File: src/rtl/ir_pkg.sv
// Shared types and the per-colour timing table for the IR car-remote transmitter.
// All lengths are in carrier cycles.
package ir_pkg;

    localparam int BURST_WIDTH = 8;

    localparam logic [7:0] REG_CMD  = 8'd0;
    localparam logic [7:0] REG_CAR  = 8'd1;
    localparam logic [7:0] REG_CTRL = 8'd2;

    typedef enum logic [1:0] {
        CAR_BLUE,
        CAR_YELLOW,
        CAR_GREEN,
        CAR_RED
    } car_e;

    typedef enum logic [2:0] {
        S_IDLE,
        S_START,
        S_GAP,
        S_CARSEL,
        S_BIT
    } state_e;

    typedef logic [BURST_WIDTH-1:0] burst_t;

    typedef struct packed {
        burst_t start_len;
        burst_t carsel_len;
        burst_t gap_len;
        burst_t one_len;
        burst_t zero_len;
    } timing_t;

    localparam timing_t TIMING [4] = '{
        '{8'd191, 8'd47, 8'd25, 8'd47, 8'd22},
        '{8'd88,  8'd22, 8'd40, 8'd44, 8'd22},
        '{8'd88,  8'd44, 8'd40, 8'd44, 8'd22},
        '{8'd192, 8'd24, 8'd24, 8'd48, 8'd24}
    };

endpackage

File: src/rtl/ir_tick_gen.sv
// Clock-enable divider: one-cycle pulse every DIV clocks, free-running from reset.
module ir_tick_gen #(
    parameter int DIV = 2
) (
    input  logic clk,
    input  logic rst,
    output logic tick
);

    localparam int W = (DIV > 1) ? $clog2(DIV) : 1;

    logic [W-1:0] cnt_q;

    assign tick = (cnt_q == W'(DIV - 1));

    always_ff @(posedge clk or posedge rst) begin
        if (rst) begin
            cnt_q <= '0;
        end else if (tick) begin
            cnt_q <= '0;
        end else begin
            cnt_q <= cnt_q + W'(1);
        end
    end

endmodule

File: src/rtl/ir_transmitter_multi.sv
// Bus-mapped IR car-remote transmitter with run-time colour select,
// periodic or one-shot packets and a BUSY status.
module ir_transmitter_multi
    import ir_pkg::*;
#(
    parameter logic [7:0] IO_ADDRESS  = 8'h90,
    parameter int         IN_MHZ      = 100,
    parameter int         CARRIER_KHZ = 40,
    parameter int         PACKET_HZ   = 10
) (
    input  logic       CLK,
    input  logic       RESET,
    input  logic       BUS_WE,
    input  logic [7:0] BUS_ADDR,
    input  logic [7:0] BUS_DATA,
    output logic       IR_LED,
    output logic       BUSY,
    output logic [1:0] CAR_SEL
);

    localparam int HALF    = IN_MHZ * 1000 / (2 * CARRIER_KHZ);
    localparam int PKT_DIV = IN_MHZ * 1000000 / PACKET_HZ;
    localparam logic [2:0] SEQ_LAST = 3'd6;

    logic half_tick, pkt_tick;

    ir_tick_gen #(.DIV(HALF)) u_half (
        .clk (CLK),
        .rst (RESET),
        .tick(half_tick)
    );

    ir_tick_gen #(.DIV(PKT_DIV)) u_pkt (
        .clk (CLK),
        .rst (RESET),
        .tick(pkt_tick)
    );

    logic       wr_cmd, wr_car, wr_ctrl, send_now;
    logic [3:0] cmd_q;
    car_e       car_q;
    logic       periodic_q;
    logic       req_q;
    logic       unused_bits;

    assign wr_cmd      = BUS_WE && (BUS_ADDR == IO_ADDRESS + REG_CMD);
    assign wr_car      = BUS_WE && (BUS_ADDR == IO_ADDRESS + REG_CAR);
    assign wr_ctrl     = BUS_WE && (BUS_ADDR == IO_ADDRESS + REG_CTRL);
    assign send_now    = wr_ctrl && BUS_DATA[1];
    assign unused_bits = ^BUS_DATA[7:4];

    always_ff @(posedge CLK or posedge RESET) begin
        if (RESET) begin
            cmd_q      <= '0;
            car_q      <= CAR_YELLOW;
            periodic_q <= 1'b0;
        end else begin
            unique case (1'b1)
                wr_cmd:  cmd_q      <= BUS_DATA[3:0];
                wr_car:  car_q      <= car_e'(BUS_DATA[1:0]);
                wr_ctrl: periodic_q <= BUS_DATA[0];
                default: ;
            endcase
        end
    end

    state_e     state_q, state_d;
    burst_t     cnt_q, cnt_d;
    logic [2:0] seq_q, seq_d;
    logic [3:0] cmd_s;
    timing_t    tm_s;
    logic       phase_q;
    logic       carrier_rise, last, leave_idle;
    logic [1:0] bit_idx;

    assign carrier_rise = half_tick && !phase_q;
    assign last         = (cnt_q == burst_t'(1));
    assign bit_idx      = 2'(seq_q - 3'd2);

    // Ticks are only honoured in IDLE; SEND_NOW is remembered at any time.
    always_ff @(posedge CLK or posedge RESET) begin
        if (RESET) begin
            phase_q <= 1'b0;
            req_q   <= 1'b0;
            cmd_s   <= '0;
            tm_s    <= '0;
        end else begin
            if (half_tick) phase_q <= !phase_q;
            if (pkt_tick && periodic_q && state_q == S_IDLE) req_q <= 1'b1;
            if (leave_idle) req_q <= 1'b0;
            if (send_now) req_q <= 1'b1;
            if (leave_idle) begin
                cmd_s <= cmd_q;
                tm_s  <= TIMING[car_q];
            end
        end
    end

    always_ff @(posedge CLK or posedge RESET) begin
        if (RESET) begin
            state_q <= S_IDLE;
            cnt_q   <= '0;
            seq_q   <= '0;
        end else begin
            state_q <= state_d;
            cnt_q   <= cnt_d;
            seq_q   <= seq_d;
        end
    end

    always_comb begin
        state_d    = state_q;
        cnt_d      = cnt_q;
        seq_d      = seq_q;
        leave_idle = 1'b0;
        if (carrier_rise) begin
            unique case (state_q)
                S_IDLE: begin
                    if (req_q) begin
                        leave_idle = 1'b1;
                        state_d    = S_START;
                        cnt_d      = TIMING[car_q].start_len;
                        seq_d      = '0;
                    end
                end
                S_START, S_CARSEL, S_BIT: begin
                    if (last) begin
                        state_d = S_GAP;
                        cnt_d   = tm_s.gap_len;
                        seq_d   = seq_q + 3'd1;
                    end else begin
                        cnt_d = cnt_q - burst_t'(1);
                    end
                end
                S_GAP: begin
                    if (!last) begin
                        cnt_d = cnt_q - burst_t'(1);
                    end else if (seq_q == 3'd1) begin
                        state_d = S_CARSEL;
                        cnt_d   = tm_s.carsel_len;
                    end else if (seq_q == SEQ_LAST) begin
                        state_d = S_IDLE;
                        cnt_d   = '0;
                    end else begin
                        state_d = S_BIT;
                        cnt_d   = cmd_s[bit_idx] ? tm_s.one_len : tm_s.zero_len;
                    end
                end
                default: state_d = S_IDLE;
            endcase
        end
    end

    assign IR_LED  = phase_q &&
                     (state_q == S_START || state_q == S_CARSEL || state_q == S_BIT);
    assign BUSY    = (state_q != S_IDLE);
    assign CAR_SEL = car_q;

endmodule

File: config.mk
export PLATFORM = sky130hd
export DESIGN_NAME = ir_transmitter_multi
export DESIGN_NICKNAME = d
export VERILOG_FILES = /design/src/rtl/ir_pkg.sv /design/src/rtl/ir_tick_gen.sv /design/src/rtl/ir_transmitter_multi.sv
export SDC_FILE = /design/constraint.sdc
export NUM_CORES = 1
export LEC_CHECK = 0
export ABC_CLOCK_PERIOD_IN_PS = 5400
export CORE_MARGIN = 2
export CORE_UTILIZATION = 55
export DETAILED_ROUTE_END_ITERATION = 12
export PLACE_DENSITY_LB_ADDON = 0.1
export RECOVER_POWER = 25
export SKIP_CTS_REPAIR_TIMING = 1
export SYNTH_ARGS = -nofsm -noshare
export SYNTH_HDL_FRONTEND = slang
export SYNTH_SLANG_ARGS = --single-unit
File: constraint.sdc
create_clock -name CLK -period 5.4 [get_ports CLK]
set_input_delay 1.08 -clock CLK [delete_from_list [all_inputs] [get_ports CLK]]
set_output_delay 1.08 -clock CLK [all_outputs]
set_load 0.05 [all_outputs]
Word level (Yosys, flattened, before mapping)
Cells that the tools add are included.
{ "op_classes": {"eq_ne": 15, "order_cmp": 2, "div": 0, "muxes": 29, "multipliers": 0, "bitwise": 1, "reduce_logical": 20, "shift": 0, "addsub": 5} }
{ "op_table": {"columns": ["cell", "n"], "rows": [
  ["binary-select mux 40 bit (select 2 bit)", 1],
  ["two-way mux 40 bit", 2],
  ["two-way mux 8 bit", 6],
  ["adder 24 x 1 -> 24 bit, second input constant", 1],
  ["equality test 24 bit, second input constant", 1],
  ["equality test 8 bit, second input constant", 3],
  ["two-way mux 24 bit", 1],
  ["one-hot mux 8 bit (3 select lines)", 1],
  ["two-way mux 3 bit", 7],
  ["adder 11 x 1 -> 11 bit, second input constant", 1],
  ["equality test 11 bit, second input constant", 1],
  ["two-way mux 11 bit", 1],
  ["one-hot mux 3 bit (3 select lines)", 1],
  ["nonzero test 3 bit", 3],
  ["equality test 8 x 1 -> 1 bit, second input constant", 1],
  ["logical AND 1 bit", 8],
  ["AND reduction 4 bit", 2],
  ["subtractor 8 x 1 -> 8 bit, second input constant", 1],
  ["two-way mux 1 bit", 7],
  ["equality test 3 x 1 -> 1 bit, second input constant", 2],
  ["equality test 3 x 2 -> 1 bit, second input constant", 2],
  ["equality test 3 bit, second input constant", 2],
  ["inequality test 2 bit, second input constant", 3],
  ["one-hot mux 3 bit (2 select lines)", 1],
  ["12 further kinds", 13]
]} }
{ "totals": {"romBits": 0, "reg_bits": 94, "ram_bits": 0, "latchBits": 0, "memories": 0, "output_inout_bits": 4} }

Logic depth before layout (Yosys ltp)
Gate-level depths: netlist (run 1).
{ "logic_depth": {"ltp_word": 8, "ltp_mapped": 9} }

Modules after synthesis
A second synthesis (run 1) with hierarchy kept.
{ "hier_totals": {"hier_cells": 405, "hier_area_um2": 3905.0} }
{ "modules_own_cells": {"columns": ["mod", "seq_area_each_um2", "n_inst", "cells_per_inst", "area_per_inst_um2"], "rows": [
  ["ir_transmitter_multi", 927.1, 1, 237, 2177.1],
  ["ir_tick_gen (u_pkt)", 600.6, 1, 115, 1194.9],
  ["ir_tick_gen (u_half)", 275.3, 1, 53, 533.0]
]} }

Worst setup path after synthesis (run 1)
OpenSTA, ideal clock, no wires.
{ "synth_timing": {"kind": "flip-flop to output port", "start": "register state_q[0]", "end": "output IR_LED", "path_stages_with_launch": 5, "required_ps": 4320, "setup_slack_ps": 2848, "n_path_buf": 1, "arrival_ps": 1472, "cell_sequence": "dfrtp_1 > buf_2 > nor3b_1 > or2_0 > and2_1"} }
{ "synth_between": {"elab_chain_len": 4} }
{ "synth_rtl": {"columns": ["element", "line", "text"], "rows": [
  ["start: declaration", "ir_transmitter_multi.sv:67", "state_e state_q, state_d;"],
  ["start signal: assignment", "ir_transmitter_multi.sv:105", "state_q <= state_d;"],
  ["equality test 3 x 1 -> 1 bit or equality test 3 x 2 -> 1 bit (tied branches)", "ir_transmitter_multi.sv:155", "(state_q == S_START || state_q == S_CARSEL || state_q == S_BIT);"],
  ["logical OR 1 bit", "ir_transmitter_multi.sv:155", null],
  ["logical OR 1 bit (*)", "ir_transmitter_multi.sv:155", null],
  ["logical AND 1 bit (*)", "ir_transmitter_multi.sv:154", "assign IR_LED = phase_q &&"],
  ["end: declaration", "ir_transmitter_multi.sv:16", "output logic IR_LED,"]
]} }
Mark *: on every way between the ends. The rest lies on a longest branch, timed or not.

Worst setup path after layout (run 1)
{ "layout_timing": {"start": "register state_q[2]", "end": "output IR_LED"} }
The elaborated chain is that of the path after synthesis.

==> results of run 1 <==
## Yosys cell counts, types with 2 or more instances
master and n:
or4_1 4, xnor2_1 19, dfrtp_1 71, clkbuf_1 9
a211oi_1 2, or3_1 2, and3_1 6, o21ai_0 20
a21oi_1 10, o211ai_1 3, and4_1 2, nand4b_1 3
buf_2 3, a31oi_1 3, inv_1 12, a221oi_1 2
a22oi_1 2, nor2_1 39, nor3_1 10, nor2b_1 4
nand3_1 19, mux2_2 12, a32o_1 2, nor3b_1 3
nand4_1 12, xor2_1 13, mux2i_1 2, ha_1 14
nor4_1 6, and2_1 4, or3b_2 3, nand2b_1 4
nand2_1 52
## where the power goes
group          total [mW]  switching, mW  leakage [nW]  internal, mW
clock network       0.446          0.206         0.103         0.240
registers           0.544        0.00213         0.967         0.542
logic              0.0369         0.0207         0.841        0.0162
total                1.03          0.229          1.91         0.797
## logic make-up (layout without fill, tap and decap cells)
group,after synthesis,count (layout)
adder cells (fa/ha/maj),14,14
multiplexers,15,15
XOR/XNOR,32,32
AND/OR/NAND/NOR,180,180
buffers and inverters,24,48
AO/OA/AOI/OAI,52,52
flip-flops,72,72
## sequential cells by signal (all words and copies together), names as in the netlist
register and flops:
cmd_s 4, u_pkt.cnt_q 24, periodic_q 1, cmd_q 4
req_q 1, u_half.cnt_q 11, phase_q 1, cnt_q 8
tm_s 10, seq_q 3, state_q 3, CAR_SEL 2
## layout make-up
type | count | area [um^2] | share of cell area (%)
sequential | 72 | 1800 | 42.8
multi-input combinational | 293 | 1870 | 44.3
clock inverter | 4 | 51.3 | 1.22
inverter | 12 | 45.0 | 1.07
clock buffer | 12 | 155 | 3.68
timing repair buffer | 20 | 191 | 4.54
tap | 80 | 100 | 2.37
## metal layers
layer / GRT usage (%) / vias to the layer above / wire length [um]
met4: 6.96 / 0 / 94
li1: - / 1404 / -
met2: 32.5 / 56 / 3170
met3: 4.29 / 10 / 316
met5: 0 / - / 0
met1: 30.6 / 1350 / 3510
## worst paths after layout
check	endpoint	from	slack (ns)
min in group asynchronous	u_half.cnt_q[6]	RESET	1.54
hold reg to reg	cmd_s[0]	cmd_q[0]	0.47
hold / removal	cmd_s[0]	cmd_q[0]	0.47
max in group asynchronous	CAR_SEL[0]	RESET	2.69
setup / recovery	IR_LED	state_q[2]	1.80
setup reg to reg	tm_s[25]	u_half.cnt_q[2]	2.53
## critical path, stage by stage, from the launching register on
cell             delay (ns)
dfrtp_1                0.50
nor3b_1                0.31
or2_0                  0.37
and2_1                 0.19
clkdlybuf4s50_1        0.80
## per-stage QoR
step           total power, mW  utilization (%)  cell area [um^2]  setup WS [ns]  hold slack (ns)
5_1_grt                   1.07             62.7              4220           1.64            0.497
4_1_cts                   1.04             62.8              4220           1.80            0.471
6_report                  1.03             62.7              4220           1.80            0.468
2_1_floorplan            0.573                -              3770           2.50            0.435
3_3_place_gp             0.592             59.8              4020           2.19            0.451
3_5_place_dp             0.593             59.8              4020           2.19            0.452
## placed cells by master (no fill, tap or decap), types with 2 or more instances in the layout
cell type and count:
xnor2_1 19, nand2b_1 4, o211ai_1 3, nor4_1 6, and2_1 4, dfrtp_1 71, nand2_1 52, clkbuf_8 11
a31oi_1 3, xor2_1 13, nand4b_1 3, nor2b_1 4, mux2i_1 2, a21oi_1 10, a32o_1 2, inv_1 12
clkdlybuf4s50_1 17, nand3_1 19, a221oi_1 2, or3_1 2, and3_1 6, ha_1 14, or4_1 4, a211oi_1 2
a22oi_1 2, mux2_2 12, o21ai_0 20, and4_1 2, or3b_2 3, clkbuf_1 2, nor2_1 39, nor3b_1 3
nor3_1 10, nand4_1 12
==> results.py, run 1 <==
metrics = {
    "status": {
        "status": "finished clean",
    },
    "clock_network": {
        "cts-root-buf": "clkbuf_8",
        "cts_buffers": 9,
        "cts_max_path_buffers": 2,
        "clk_transition_reported_paths_ns": 0.07,
        "cts.sinks": 72,
        "insertion_delay_ns": 0.35,
        "cts_max_level": 3,
        "tritoncts": "done",
    },
    "routing": {
        "first_iter_violations": 198,
        "wirelength_um": 7090,
        "remaining_drc_errors": 0,
        "num_vias": 2820,
        "wire_per_inst_um": 14.4,
        "antenna_left": 0,
        "drtPass1Iterations": 4,
        "vias_per_cell": 5.72,
    },
    "timing": {
        "slew_viol_final": 0,
        "fin_crit_sh_pct": 66.7,
        "hold_violations": 0,
        "max-slew-margin-rel_pct": 10.7,
        "max_freq_mhz": 278,
        "fin_crit_ns": 3.60,
        "rsz0062_at_grt": "false",
        "clock_skew_ns": 0.00819,
        "setup_viol": 0,
        "worstMarginPinSlew_ns": 1.34,
        "tns_ns": 0,
    },
    "setup_path": {
        "path_max_fanout": 10,
        "crit_path_start_kind": "flip-flop",
        "critical_path_class": "flip-flop to output port",
        "cp.arrival_ns": 2.52,
        "r2r_cells": 6,
        "cp-end-kind": "output port",
        "crit_required_ns": 4.32,
    },
    "global_route": {
        "grt_pass1_vias": 2745,
        "grt_max_degree": 38,
        "grtUsageTotal_pct": 21.3,
        "antenna_found_initial": 0,
        "grt-ovfl-total": 0,
        "grt_first_pass_wirelength_um": 12700,
    },
    "yosys": {
        "syn_nets": 422,
        "synth_area_leader_cell": "dfrtp_1",
        "syn-cell-area_mm2": 0.00377,
        "synth-main-ff-cell": "dfrtp_1",
        "synth_compound_area_share_pct": 8.63,
        "synth-edff-count": 0,
        "synth-xor-area-share_pct": 7.43,
        "ys_seq_area_share_pct": 47.8,
        "yosys.area_share.simple_pct": 24.3,
        "synth_warnings": 0,
        "synth_top_family_by_area": "simple AND/OR/NAND/NOR gates",
        "synthCells": 389,
        "synthAdderAreaFrac_pct": 4.65,
        "synth_top_cell_area_share_pct": 47.1,
        "ys_top_cells_by_area": "dfrtp_1 47%, nand2_1 5.2%, ha_1 4.6%",
        "muxShareOfSynthArea_pct": 4.71,
        "synthDistinctLibCells": 50,
        "async_reset_ff_share_pct": 100,
        "ys_ff_latch": 72,
        "syn_area_per_cell_um2": 9.69,
    },
    "finish": {
        "final_nets": 441,
        "area_growth_pct": 11.8,
        "diodes": 0,
        "nFillCells": 577,
        "finalNonFillerCells": 493,
        "drive_gt1_share_pct": 8.96,
    },
    "placed_design": {
        "dpl.hpwl_um": 5060,
        "gp_congestion": 0.834,
        "dp.cells": 477,
        "port_buffers": 18,
    },
    "die": {
        "row_count": 30,
        "initial_core_util_pct": 56.1,
        "die_area_mm2": 0.00753,
        "io_pins": 23,
        "dieWidth_um": 86.8,
        "coreArea_mm2": 0.00672,
        "die_height_um": 86.8,
    },
    "power": {
        "powerDensity_mw_per_mm2": 243,
        "p_leak_nw": 1.91,
        "vdd_drop_max_uv": 149,
    },
    "hold_path": {
        "hold-path-cell-count": 2,
        "hold_path.class": "flip-flop to flip-flop",
    },
    "flow_run": {
        "drv_cap": 0,
    },
}
No activity file was read; power rests on OpenSTA's default activity.
==> run 2: changes to the inputs <==
--- a/config.mk
+++ b/config.mk
@@ -5,7 +5,7 @@
 export SDC_FILE = /design/constraint.sdc
 export NUM_CORES = 1
 export LEC_CHECK = 0
-export ABC_CLOCK_PERIOD_IN_PS = 5400
+export ABC_CLOCK_PERIOD_IN_PS = 3400
 export CORE_MARGIN = 2
 export CORE_UTILIZATION = 55
 export DETAILED_ROUTE_END_ITERATION = 12
==> constraint.sdc (replaced) <==
create_clock -name CLK -period 3.4 [get_ports CLK]
set_input_delay 0.68 -clock CLK [delete_from_list [all_inputs] [get_ports CLK]]
set_output_delay 0.68 -clock CLK [all_outputs]
set_load 0.05 [all_outputs]
==> run 2 against run 1 <==
  * The run now ends with capacitance limit, slew limit left
  * Sequential power up 59%
  * Die area unchanged
  * Register-to-register slack worse by 2.1 ns
  * Cell area up 0.71%
  * Combinational power up 57%
  * Clock skew up 0.0060 ns
  * Worst hold slack about the same
  * Total power up 62%
  * Clock power up 67%
  * Global-route usage down 0.41 points
  * Critical path type unchanged
  * Critical endpoint unchanged
  * Largest cell class unchanged
  * Largest power group unchanged
==> results.py, run 2 (same netlist as run 1, synthesis figures left out) <==
metrics = {
    "die": {
        "io_pins": 23,
        "dieWidth_um": 86.8,
        "coreArea_mm2": 0.00672,
        "die_height_um": 86.8,
        "row_count": 30,
        "die_area_mm2": 0.00753,
        "initial_core_util_pct": 56.1,
    },
    "global_route": {
        "grt_max_degree": 73,
        "grt-ovfl-total": 0,
        "grtUsageTotal_pct": 20.9,
        "busiest_layer": "met2",
        "grt_first_pass_wirelength_um": 12500,
        "met2_usage_pct": 31.9,
        "use_met1_pct": 29.4,
        "grt_pass1_vias": 2725,
        "antenna_found_initial": 0,
        "met3_usage_pct": 3.81,
    },
    "setup_path": {
        "cp-end-kind": "output port",
        "r2r_slack_ns": 0.44,
        "critical_path_class": "flip-flop to output port",
        "crit_path_start_kind": "flip-flop",
        "timing.rr.end": "tm_s[27]",
        "r2r_cells": 4,
        "r2r-start": "u_half.cnt_q[2]",
        "critPathMaxStageDelay_ns": 0.80,
        "path_max_fanout": 10,
        "crit_family": "simple AND/OR/NAND/NOR gates",
        "crit_slowest_cell": "clkdlybuf4s50_1",
        "crit_required_ns": 2.72,
        "cp.arrival_ns": 2.53,
        "cp_cell_sequence": "nor3b_1 > or2_0 > and2_1 > clkdlybuf4s50_1",
        "path_buf_inv": 1,
    },
    "hold_path": {
        "hold_path.class": "flip-flop to flip-flop",
        "holdCritStartpoint": "cmd_q[1]",
        "holdPathEnd": "cmd_s[1]",
        "hold-path-cell-count": 2,
    },
    "power": {
        "power_mw": 1.67,
        "p_leak_nw": 1.93,
        "vdd_drop_max_uv": 316,
        "powerDensity_mw_per_mm2": 393,
    },
    "timing": {
        "slew_viol_final": 73,
        "max_freq_mhz": 311,
        "rsz0062_at_grt": "false",
        "tns_ns": 0,
        "fin_crit_sh_pct": 94.5,
        "clock_skew_ns": 0.0141,
        "worstMarginPinSlew_ns": 1.72,
        "setup_viol": 0,
        "max-slew-margin-rel_pct": -14.4,
        "hold_violations": 0,
        "fin_crit_ns": 3.21,
    },
    "finish": {
        "largestRegisters": "u_pkt.cnt_q: 24 flops, u_half.cnt_q: 11 flops, tm_s: 10 flops",
        "largest_reg_flops": 24,
        "area_growth_pct": 12.6,
        "drive_gt1_share_pct": 9.64,
        "nFillCells": 570,
        "regMostFlops": "u_pkt.cnt_q",
        "final_common_cell": "dfrtp_1",
        "diodes": 0,
        "finalNonFillerCells": 495,
        "fin_util_pct": 63.2,
        "most-common-layout-cells": "71 x dfrtp_1, 52 x nand2_1, 39 x nor2_1",
        "final_nets": 443,
    },
    "routing": {
        "wirelength_um": 7290,
        "drtPass1Iterations": 4,
        "first_iter_violations": 207,
        "wire_per_inst_um": 14.7,
        "remaining_drc_errors": 0,
        "antenna_left": 0,
        "num_vias": 2837,
        "vias_per_cell": 5.73,
    },
    "clock_network": {
        "insertion_delay_ns": 0.34,
        "cts_max_path_buffers": 2,
        "cts_max_level": 3,
        "cts.sinks": 72,
        "cts_buffers": 9,
        "tritoncts": "done",
        "clk_transition_reported_paths_ns": 0.07,
        "cts-root-buf": "clkbuf_8",
    },
    "placed_design": {
        "port_buffers": 18,
        "dpl.hpwl_um": 5100,
        "dp.cells": 479,
        "gp_congestion": 0.856,
    },
    "status": {
        "status": "finished with violations",
        "failed_checks": "capacitance limit, slew limit",
    },
    "flow_run": {
        "drv_cap": 1,
    },
}
[run 2: how the worst max path moves through the flow]
| stage | startpoint | endpoint | slack [ns] | cells after the start |
|---|---|---|---|---|
| floorplan | RESET | CAR_SEL[1] | 0.90 | 1 |
| global placement | state_q[2] | IR_LED | 0.56 | 4 |
| detailed placement | u_half.cnt_q[2] | tm_s[27] | 0.47 | 4 |
| CTS | state_q[2] | IR_LED | 0.17 | 4 |
| global route | state_q[0] | IR_LED | 0.003 | 4 |
| finish | state_q[2] | IR_LED | 0.19 | 4 |
[run 2: stage by stage]
| stage | instance area (um^2) | hold WS (ns) | setup WS [ns] |
|---|---|---|---|
| final | 4250 | 0.468 | 0.185 |
| after floorplan | 3770 | 0.435 | 0.897 |
| after detailed placement | 4030 | 0.450 | 0.470 |
| after global placement | 4030 | 0.452 | 0.563 |
| after global routing | 4250 | 0.506 | 0.00316 |
| after CTS | 4250 | 0.469 | 0.170 |
[run 2: cell type report]
| type | instances | area, um^2 | area share, % |
|---|---|---|---|
| inverter | 12 | 45.0 | 1.06 |
| sequential | 72 | 1800 | 42.5 |
| timing repair buffer | 22 | 208 | 4.89 |
| multi-input combinational | 293 | 1870 | 44.0 |
| tap | 80 | 100 | 2.36 |
| clock buffer | 10 | 128 | 3.01 |
| clock inverter | 6 | 92.6 | 2.18 |
[run 2: tightest hold or removal path: stages (launching register included)]
cell     delay (ns)
dfrtp_1        0.34
nand2_1        0.05
nand2_1        0.05
[run 2: routing by layer]
| layer | vias to the layer above | share of wire, % |
|---|---|---|
| met3 | 7 | 3.9 |
| met2 | 53 | 45 |
| met1 | 1359 | 50 |
| li1 | 1418 | - |
| met5 | - | 0 |
| met4 | 0 | 1.0 |
[run 2: power breakdown]
part / leakage (nW) / internal [mW] / switching (mW) / total [mW]
clock network: 0.108 / 0.418 / 0.327 / 0.746
registers: 0.967 / 0.860 / 0.00353 / 0.864
logic: 0.851 / 0.0253 / 0.0327 / 0.0580
==> run 3: changes to the inputs <==
--- a/config.mk
+++ b/config.mk
@@ -5,10 +5,12 @@
 export SDC_FILE = /design/constraint.sdc
 export NUM_CORES = 1
 export LEC_CHECK = 0
+export ABC_AREA = 1
 export ABC_CLOCK_PERIOD_IN_PS = 3400
 export CORE_MARGIN = 2
 export CORE_UTILIZATION = 55
 export DETAILED_ROUTE_END_ITERATION = 12
+export GPL_TIMING_DRIVEN = 0
 export PLACE_DENSITY_LB_ADDON = 0.1
 export RECOVER_POWER = 25
 export SKIP_CTS_REPAIR_TIMING = 1
==> run 3 against run 2 <==
  * The flow now finishes without violations
  * Combinational power fell by 2%
  * Fmax rose by 16%
  * Global-route usage rose by 2.0 points
  * Wire length rose by 23%
  * Via count rose by 26%
  * Cell area rose by 15%
  * Register-to-register slack improved by 0.33 ns
  * Clock skew fell by 0.00056 ns
  * Clock power rose by 15%
  * Highest routed layer unchanged
==> results.py, run 3 <==
metrics = {
    "die": {
        "io_pins": 23,
        "dieWidth_um": 92.8,
        "initial_core_util_pct": 56.4,
        "die_height_um": 92.8,
        "die_area_mm2": 0.00860,
        "coreArea_mm2": 0.00769,
        "row_count": 32,
    },
    "finish": {
        "area_growth_pct": 12.5,
        "most-common-layout-cells": "119 x nand2_1, 95 x inv_1, 71 x dfrtp_1",
        "final_common_cell": "nand2_1",
        "finalNonFillerCells": 695,
        "largestRegisters": "u_pkt.cnt_q: 24 flops, u_half.cnt_q: 11 flops, tm_s: 10 flops",
        "regMostFlops": "u_pkt.cnt_q",
        "largest_reg_flops": 24,
        "diodes": 0,
        "drive_gt1_share_pct": 8.77,
        "final_nets": 621,
        "nFillCells": 710,
    },
    "yosys": {
        "synthDistinctLibCells": 36,
        "syn_area_per_cell_um2": 7.75,
        "async_reset_ff_share_pct": 100,
        "synth_area_leader_cell": "dfrtp_1",
        "synth_commonest_cells": "119 x nand2_1, 96 x inv_1, 71 x dfrtp_1",
        "synth-main-ff-cell": "dfrtp_1",
        "syn_nets": 592,
        "ys_top_cells_by_area": "dfrtp_1 41%, nand2_1 10%, inv_1 8.3%",
        "ys_seq_area_share_pct": 41.6,
        "synth_top_cell_area_share_pct": 41.0,
        "ys_ff_latch": 72,
        "synth_warnings": 0,
        "synth-edff-count": 0,
        "syn-cell-area_mm2": 0.00433,
        "synthCells": 559,
        "synth.most_common_cell": "nand2_1",
    },
    "placed_design": {
        "dpl.hpwl_um": 6710,
        "dp.cells": 679,
        "port_buffers": 18,
        "gp_congestion": 0.903,
    },
    "setup_path": {
        "path_common_cell": "nand2_2",
        "critPathMaxStageDelay_ns": 0.81,
        "crit_required_ns": 2.72,
        "path_max_fanout": 7,
        "cp.arrival_ns": 2.10,
        "crit_slowest_cell": "clkdlybuf4s50_1",
        "crit_path_start_kind": "flip-flop",
        "cp_cell_sequence": "inv_1 > nand2_2 > nand2_2 > nand2_4 > nor2_1 > clkdlybuf4s50_1",
        "cp-end-kind": "output port",
        "critical_path_class": "flip-flop to output port",
        "path_buf_inv": 2,
        "crit_family": "buffers and inverters",
    },
    "timing": {
        "max-slew-margin-rel_pct": 1.50,
        "hold_violations": 0,
        "fin_crit_ns": 2.78,
        "max_freq_mhz": 360,
        "fin_crit_sh_pct": 81.8,
        "clock_skew_ns": 0.0136,
        "rsz0062_at_grt": "false",
        "slew_viol_final": 0,
        "worstMarginPinSlew_ns": 1.48,
        "hold_ws_ns": 0.486,
        "setup_viol": 0,
        "tns_ns": 0,
    },
    "global_route": {
        "grt_max_degree": 73,
        "grt_first_pass_wirelength_um": 15700,
        "grt-ovfl-total": 0,
        "grt_pass1_vias": 3418,
        "grtUsageTotal_pct": 22.9,
        "antenna_found_initial": 0,
    },
    "routing": {
        "remaining_drc_errors": 0,
        "num_vias": 3568,
        "antenna_left": 0,
        "vias_per_cell": 5.13,
        "wirelength_um": 8990,
        "wire_per_inst_um": 12.9,
        "first_iter_violations": 263,
        "drtPass1Iterations": 5,
    },
    "clock_network": {
        "cts_max_level": 3,
        "clk_transition_reported_paths_ns": 0.08,
        "cts_buffers": 9,
        "cts_max_path_buffers": 2,
        "cts.sinks": 72,
        "insertion_delay_ns": 0.35,
        "cts-root-buf": "clkbuf_8",
        "tritoncts": "done",
    },
    "power": {
        "powerDensity_mw_per_mm2": 365,
        "p_sw_share_pct": 21.7,
        "seqPwrFrac_pct": 48.5,
        "p_sw_mw": 0.387,
        "intPower_mw": 1.39,
        "power.share.clock_pct": 48.3,
        "vdd_drop_max_uv": 339,
        "p_comb_share_pct": 3.2,
        "p_leak_nw": 2.50,
    },
    "flow_run": {
        "drv_cap": 0,
    },
    "status": {
        "status": "finished clean",
    },
    "hold_path": {
        "hold_path.class": "flip-flop to flip-flop",
    },
}
run 3: cell type report:
| class | count | area (um^2) | area share, % |
|---|---|---|---|
| Multi-Input combinational cell | 386 | 2120 | 43.4 |
| Tap cell | 102 | 128 | 2.62 |
| Sequential cell | 72 | 1800 | 37.0 |
| Buffer | 2 | 22.5 | 0.462 |
| Inverter | 99 | 372 | 7.62 |
| Timing Repair Buffer | 18 | 180 | 3.70 |
| Clock buffer | 10 | 138 | 2.82 |
| Clock inverter | 6 | 115 | 2.36 |
run 3: kinds of logic (layout without fill, tap and decap cells):
group	Yosys count	after routing	share of synthesized area (%)
flops	72	72	41.6
fa+ha+maj	14	14	4.04
mux	4	4	1.04
buf+inv	101	135	9.10
compound gates	41	41	4.94
simple gates	303	303	34.4
xor+xnor	24	24	4.85
run 3: power groups by stage:
| stage | registers (mW) | logic [mW] | clock network, mW |
|---|---|---|---|
| 2_1_floorplan | 0.884 | 0.0252 | 0 |
| 3_3_place_gp | 0.880 | 0.0581 | 0 |
| 3_5_place_dp | 0.881 | 0.0596 | 0 |
| 4_1_cts | 0.864 | 0.0597 | 0.878 |
| 5_1_grt | 0.864 | 0.0647 | 0.921 |
| 6_report | 0.863 | 0.0569 | 0.860 |
run 3: final timing paths:
kind	start	endpoint	slack, ns	depth (start not counted)
hold / removal	cmd_q[0]	cmd_q[0]	0.49	2
hold reg to reg	cmd_q[0]	cmd_q[0]	0.49	2
min in group asynchronous	RESET	u_half.cnt_q[1]	1.20	2
max in group asynchronous	RESET	u_pkt.cnt_q[4]	1.29	2
setup reg to reg	u_half.cnt_q[1]	cnt_q[5]	0.77	10
setup / recovery	state_q[0]	IR_LED	0.62	6
run 3: worst register-to-register path: cells and delay by family (launching register included):
family / cells / cell delay, ns
fa+ha+maj: 1 / 0.15
flops: 1 / 0.40
simple gates: 7 / 1.86
buf+inv: 2 / 0.11
run 3: per-stage QoR:
stage	area, um^2	power [mW]	utilization (%)	setup WS, ns
5_1_grt	4870	1.85	63.4	0.523
3_3_place_gp	4640	0.939	60.4	-0.331
6_report	4870	1.78	63.4	0.619
4_1_cts	4900	1.80	63.7	0.602
2_1_floorplan	4330	0.909	-	0.897
3_5_place_dp	4640	0.940	60.4	0.990
run 3: routing by layer:
layer  wire, um  GRT usage (%)  vias to the layer above
met4        105           6.13                        0
met3        390           4.15                       14
met5          0              0                        -
met1       4420           32.2                     1646
li1           -              -                     1831
met2       4080           36.5                       77
